## src/rtl/uart_rx_pkt_ctrl.sv

```systemverilog
// ---------------------------------------------------------------------------
// uart_rx_pkt_ctrl
//   Packet controller on the read side of the UART RX FIFO (sclk domain).
//   Pops bytes from the FIFO, frames them into packets of a programmed size,
//   and presents them downstream on a valid/ready stream with a last marker.
//   An inter-byte idle timeout aborts a stalled packet, and sticky error
//   status (timeout, overflow, parity) is collected for the host.
//
// Ports
//   sclk, rstn        clock, synchronous active-low reset
//   enable_i          controller enable; low aborts any packet in progress
//   data_size_r       bytes per packet (0 treated as 1), latched per packet
//   timeout_r         max idle cycles between bytes in a packet (0 = off)
//   fifo_empty_i      RX FIFO empty
//   fifo_rd_o         RX FIFO read strobe (data valid the following cycle)
//   fifo_data_i       RX FIFO read data
//   parity_err_i      parity error from the receiver
//   fifo_full_err_i   write-while-full pulse from the receiver
//   pkt_data_o/pkt_valid_o/pkt_ready_i/pkt_last_o  downstream stream
//   pkt_done_o        one-cycle pulse after the final byte is accepted
//   timeout_o         one-cycle pulse when a packet is aborted by timeout
//   err_status_o      sticky {timeout, overflow, parity}
//   err_clr_i         clears err_status_o (a same-cycle set wins)
//   irq_o             OR of err_status_o bits plus pkt_done_o
//   byte_cnt_o        bytes accepted in the current packet
// ---------------------------------------------------------------------------
module uart_rx_pkt_ctrl #(
  parameter int TIMEOUT_W = 16
) (
  input  logic                 sclk,
  input  logic                 rstn,
  input  logic                 enable_i,
  input  logic [15:0]          data_size_r,
  input  logic [TIMEOUT_W-1:0] timeout_r,
  input  logic                 fifo_empty_i,
  output logic                 fifo_rd_o,
  input  logic [7:0]           fifo_data_i,
  input  logic                 parity_err_i,
  input  logic                 fifo_full_err_i,
  output logic [7:0]           pkt_data_o,
  output logic                 pkt_valid_o,
  input  logic                 pkt_ready_i,
  output logic                 pkt_last_o,
  output logic                 pkt_done_o,
  output logic                 timeout_o,
  output logic [2:0]           err_status_o,
  input  logic                 err_clr_i,
  output logic                 irq_o,
  output logic [15:0]          byte_cnt_o
);

  typedef enum logic [2:0] {
    S_IDLE = 3'd0,
    S_GAP  = 3'd1,
    S_RD   = 3'd2,
    S_LAT  = 3'd3,
    S_OUT  = 3'd4,
    S_DONE = 3'd5
  } state_t;

  state_t               state_q, state_d;
  logic [15:0]          size_q, size_d;
  logic [15:0]          byte_cnt_q, byte_cnt_d;
  logic [TIMEOUT_W-1:0] tmo_cnt_q, tmo_cnt_d;
  logic [7:0]           data_q, data_d;
  logic                 last_q, last_d;
  logic                 tmo_q, tmo_d;
  logic [2:0]           err_q, err_d;
  logic                 expire;

  // A programmed size of zero still yields one-byte packets.
  function automatic logic [15:0] eff_size(input logic [15:0] s);
    return (s == 16'd0) ? 16'd1 : s;
  endfunction

  // State register
  always_ff @(posedge sclk) begin
    if (!rstn) begin
      state_q    <= S_IDLE;
      size_q     <= 16'd1;
      byte_cnt_q <= '0;
      tmo_cnt_q  <= '0;
      data_q     <= '0;
      last_q     <= 1'b0;
      tmo_q      <= 1'b0;
      err_q      <= '0;
    end else begin
      state_q    <= state_d;
      size_q     <= size_d;
      byte_cnt_q <= byte_cnt_d;
      tmo_cnt_q  <= tmo_cnt_d;
      data_q     <= data_d;
      last_q     <= last_d;
      tmo_q      <= tmo_d;
      err_q      <= err_d;
    end
  end

  // Next-state logic
  always_comb begin
    state_d    = state_q;
    size_d     = size_q;
    byte_cnt_d = byte_cnt_q;
    tmo_cnt_d  = '0;
    data_d     = data_q;
    last_d     = last_q;
    tmo_d      = 1'b0;
    expire     = 1'b0;

    if (!enable_i) begin
      // Abort: anything popped in RD/LAT is simply never captured/presented.
      state_d    = S_IDLE;
      byte_cnt_d = '0;
    end else begin
      unique case (state_q)
        S_IDLE: begin
          if (!fifo_empty_i) begin
            size_d  = eff_size(data_size_r);
            state_d = S_RD;
          end
        end
        S_GAP: begin
          tmo_cnt_d = tmo_cnt_q + TIMEOUT_W'(1);
          // A byte arriving in the expiry cycle takes priority over timeout.
          if (!fifo_empty_i) begin
            tmo_cnt_d = '0;
            state_d   = S_RD;
          end else if ((timeout_r != '0) &&
                       (tmo_cnt_q == timeout_r - TIMEOUT_W'(1))) begin
            expire     = 1'b1;
            tmo_d      = 1'b1;
            tmo_cnt_d  = '0;
            byte_cnt_d = '0;
            state_d    = S_IDLE;
          end
        end
        S_RD: begin
          state_d = S_LAT;
        end
        S_LAT: begin
          data_d  = fifo_data_i;
          // 17-bit compare so a full 65535-byte packet cannot alias.
          last_d  = (({1'b0, byte_cnt_q} + 17'd1) == {1'b0, size_q});
          state_d = S_OUT;
        end
        S_OUT: begin
          // Back-pressure stalls here; the idle counter stays cleared.
          if (pkt_ready_i) begin
            byte_cnt_d = byte_cnt_q + 16'd1;
            state_d    = last_q ? S_DONE : S_GAP;
          end
        end
        S_DONE: begin
          byte_cnt_d = '0;
          state_d    = S_IDLE;
        end
        default: begin
          state_d = S_IDLE;
        end
      endcase
    end

    // Sticky errors: clear first, then same-cycle sets override the clear.
    err_d = err_clr_i ? 3'b000 : err_q;
    err_d = err_d | {expire, fifo_full_err_i, parity_err_i};
  end

  // Strobes are decoded from the registered state; qualifying with enable_i
  // keeps the FIFO untouched and the stream quiet once the block is disabled.
  assign fifo_rd_o    = (state_q == S_RD)   && enable_i;
  assign pkt_valid_o  = (state_q == S_OUT)  && enable_i;
  assign pkt_done_o   = (state_q == S_DONE) && enable_i;
  assign pkt_data_o   = data_q;
  assign pkt_last_o   = last_q && pkt_valid_o;
  assign timeout_o    = tmo_q;
  assign err_status_o = err_q;
  assign irq_o        = (|err_q) || pkt_done_o;
  assign byte_cnt_o   = byte_cnt_q;

endmodule

```

## config.mk

```make
export PLATFORM = sky130hd
export DESIGN_NAME = uart_rx_pkt_ctrl
export DESIGN_NICKNAME = d
export VERILOG_FILES = /design/src/rtl/uart_rx_pkt_ctrl.sv
export SDC_FILE = /design/constraint.sdc
export NUM_CORES = 1
export LEC_CHECK = 0
export ABC_CLOCK_PERIOD_IN_PS = 2500
export BUFFER_PORTS_ARGS = -buffer_cell sky130_fd_sc_hd__buf_2
export CAP_MARGIN = 20
export CORE_MARGIN = 1.5
export CORE_UTILIZATION = 50
export CTS_BUF_LIST = sky130_fd_sc_hd__clkbuf_8 sky130_fd_sc_hd__clkbuf_16
export CTS_CLUSTER_DIAMETER = 60
export DETAILED_ROUTE_END_ITERATION = 10
export PLACE_DENSITY = 0.78
export SETUP_SLACK_MARGIN = 0.2
export SYNTH_ARGS = -nofsm -noshare
export SYNTH_HDL_FRONTEND = slang
export SYNTH_SLANG_ARGS = --single-unit
export TNS_END_PERCENT = 100
```

## constraint.sdc

```tcl
create_clock -name sclk -period 2.5 [get_ports sclk]
set_input_delay 0.125 -clock sclk [delete_from_list [all_inputs] [get_ports sclk]]
set_output_delay 0.125 -clock sclk [all_outputs]
set_load 0.005 [all_outputs]
```

==> metrics.md <==
| Metric | Value |
|---|---|
| Syn Nets | `550` |
| Layout Nets | `665` |
| Worst-Margin Slew | `0.615 ns` |
| Warnings from Yosys | `0` |
| Cell row count | `31` |
| Max Clock Freq | `394 MHz` |
| Chip height | `90.7 um` |
| Initial antenna violation count | `0` |
| DIE AREA | `8230 um2` |
| EDFF count, synth | `0` |
| Syn Inst Count | `498` |
| Clock Sinks | `64` |
| Peak VDD IR | `402 uV` |
| Clk buf depth | `2` |
| H-tree Lvls | `3` |
| Synthesized area | `3850 um2` |
| Main synth FF type | `dfxtp_1` |
| Initial Util | `52.5%` |
| CP most frequent cell | `or4b_4` |
| Setup_tns | `-0.0937 ns` |
| CP Launch Type | `flip-flop` |
| Routed Wire Length | `10.6 mm` |
| Total track usage | `25.9%` |
| Worst Clk Skew | `0.00844 ns` |
| Violated checks | `negative setup slack` |
| Required time of the critical path | `2.77 ns` |
| Period minus WS final | `2.54 ns` |
| Port Buffer Count | `80` |
| Hold WC Path Type | `primary input to flip-flop` |
| Worst-Skew Late Latency | `0.34 ns` |
| Area Growth Syn to Fin | `27.2%` |
| Core ar. | `7330 um2` |
| Cell family contributing the most delay on the critical path | `simple AND/OR/NAND/NOR gates` |
| Vias per cell | `5.65` |
| Critical Path Sink Type | `flip-flop` |
| Critical Path Max Stage Delay | `0.53 ns` |
| Final Hold Fails | `0` |
| Crit path max fanout | `13` |
| Crit path max-delay cell type | `or4b_4` |
| I/O Pins | `81` |
| Tcrit/Tclk final | `101%` |
| 1st-iter DRT viols | `412` |
| CTS buffer count | `9` |
| Post-Place Setup Slack | `-0.217 ns` |
| FF+latch count, synth | `64` |
| Critical Path AT | `2.80 ns` |
| Root Driver | `clkbuf_8` |
| Clock transition at path regs | `0.06 ns` |
| Post-synth ARST share | `0%` |
| Largest area contributor in the netlist | `dfxtp_1` |
| Status | `complete, but fails checks` |
| First-pass GRT wire length | `17.3 mm` |
| Top post-synthesis cells by area | `dfxtp_1 (33%), nand2_1 (8.1%), xnor2_1 (7.5%)` |
| Slew headroom | `58.9%` |
| DP Wirelength | `8.12 mm` |
| Remaining DRCs | `0` |
| Top cell type's share of synthesized area | `33.3%` |
| Max-slew violations | `0` |
| Global placement routability congestion | `0.908` |
| Distinct cells, synth | `59` |
| Max-Cap Viols | `0` |
| Drt first pass iters | `5` |
| Vias in the first global route | `3,680` |
| Via count | `4,044` |
| Final WS setup | `-0.0362 ns` |
| Post-route ant nets | `0` |
| Worst path bufs/invs | `1` |
| Avg Inst Size Synth | `7.73 um2` |
| Fraction of layout instances using a drive strength above 1 | `25.8%` |
| Grt ovf | `0` |
| Drt wl/cell | `14.8 um` |
| Sequential share of the synthesized area | `33.3%` |
| Post-route cell area | `4900 um2` |
| CTS tree | `yes` |
| Leakage | `1.98 nW` |
| Largest net degree at the start of global routing | `25` |
| Antenna Cells | `0` |
| Pwr dens | `423 nW/um2` |
| FILL cells | `631` |
| RSZ-0062 raised after global routing | `true` |
| Final setup fails | `12` |
| Placement Cell Area | `4660 um2` |
| Crit-path cells | `xnor2_1 -> or4b_4 -> a2111oi_4 -> o32ai_1 -> or4b_4 -> o21ai_4 -> buf_12 -> mux2i_1` |
| Layout Cells excl Fill | `716` |
| Die X | `90.7 um` |
| Final Util | `66.8%` |
| Placed Cells | `698` |
| Crit Path Category | `flip-flop to flip-flop` |
## metrics by stage
step / total power, mW / hold WS (ns)
after floorplan: 1.19 / 0.219
after global placement: 1.30 / 0.335
after detailed placement: 1.30 / 0.344
after CTS: 2.08 / 0.00980
after global routing: 2.16 / 0.0156
final: 2.07 / 0.0121
## path summary, 6_finish.rpt
path | slack, ns | cells past startpoint | start | to
worst min-delay path | 0.01 | 2 | parity_err_i | err_status_o[0]
worst min register to register | 0.47 | 2 | pkt_data_o[1] | pkt_data_o[1]
worst max-delay path | -0.04 | 8 | tmo_cnt_q[8] | byte_cnt_o[1]
worst max register to register | -0.04 | 8 | tmo_cnt_q[8] | byte_cnt_o[1]
## layout make-up
| cell class | instances | area, um2 | area share (%) |
|---|---|---|---|
| well taps | 99 | 124 | 2.53 |
| clock inverters | 4 | 21.3 | 0.434 |
| flip-flops and latches | 64 | 1280 | 26.2 |
| clock buffers | 11 | 151 | 3.09 |
| repair buffers | 133 | 828 | 16.9 |
| multi-input cells | 396 | 2450 | 50.1 |
| inverters | 9 | 33.8 | 0.690 |
## report_power, final
part / total, mW / switching, mW / internal [mW]
logic: 0.240 / 0.123 / 0.117
clock network: 0.783 / 0.382 / 0.401
registers: 1.05 / 0.0152 / 1.04
total: 2.07 / 0.520 / 1.55
## sequential cells by signal, indices dropped and copies added (netlist names)
name,cells
byte_cnt_o,16
err_status_o,3
timeout_o,1
size_q,16
pkt_data_o,8
last_q,1
state_q,3
tmo_cnt_q,16
## per-layer routing
| layer | vias to the layer above | GRT usage, % | wire (um) |
|---|---|---|---|
| li1 | 1976 | - | - |
| met1 | 1859 | 36.9 | 4720 |
| met2 | 196 | 39.3 | 4700 |
| met3 | 13 | 5.72 | 1050 |
| met4 | 0 | 6.75 | 104 |
| met5 | - | 0 | 0 |
## cells by family after synthesis
kind of cell	synth area share (%)
adder cells (fa/ha/maj)	1.30
flip-flops	33.3
multiplexers	0.520
XOR/XNOR	13.3
AO/OA/AOI/OAI	18.3
buffers and inverters	4.06
AND/OR/NAND/NOR	29.2
## repair_timing
item | CTS | global route
resized for setup | 3 | 5
pin swaps | 0 | 0
buffers inserted | 1 | 0
hold buffers | 2 | 0
endpoints found under the hold margin | 2 | 0
setup endpoints to repair | 35 | 36
## layout by cell type, fill, tap and decap left out, drive strengths merged, types with 9 or more instances in the layout
master and n:
inv 10, nand3 26, a21boi 24, a31oi 9, nor4 11, nor3 12
xor2 23, clkbuf 11, a21oi 20, nor2 52, dfxtp 64, xnor2 33
buf 131, and3 9, o21ai 16, nand2 83
## Yosys cell counts (all sizes together) (6+ instances only)
| library cell | n |
|---|---|
| clkbuf | 23 |
| a21boi | 24 |
| xor2 | 23 |
| nand3 | 26 |
| a31oi | 9 |
| nor4 | 11 |
| nand2 | 83 |
| nor3 | 12 |
| inv | 9 |
| dfxtp | 64 |
| a21oi | 20 |
| xnor2 | 33 |
| nor2 | 52 |
| o21ai | 16 |
| buf | 6 |
| and3 | 9 |
(Power assumes the default switching activity.)
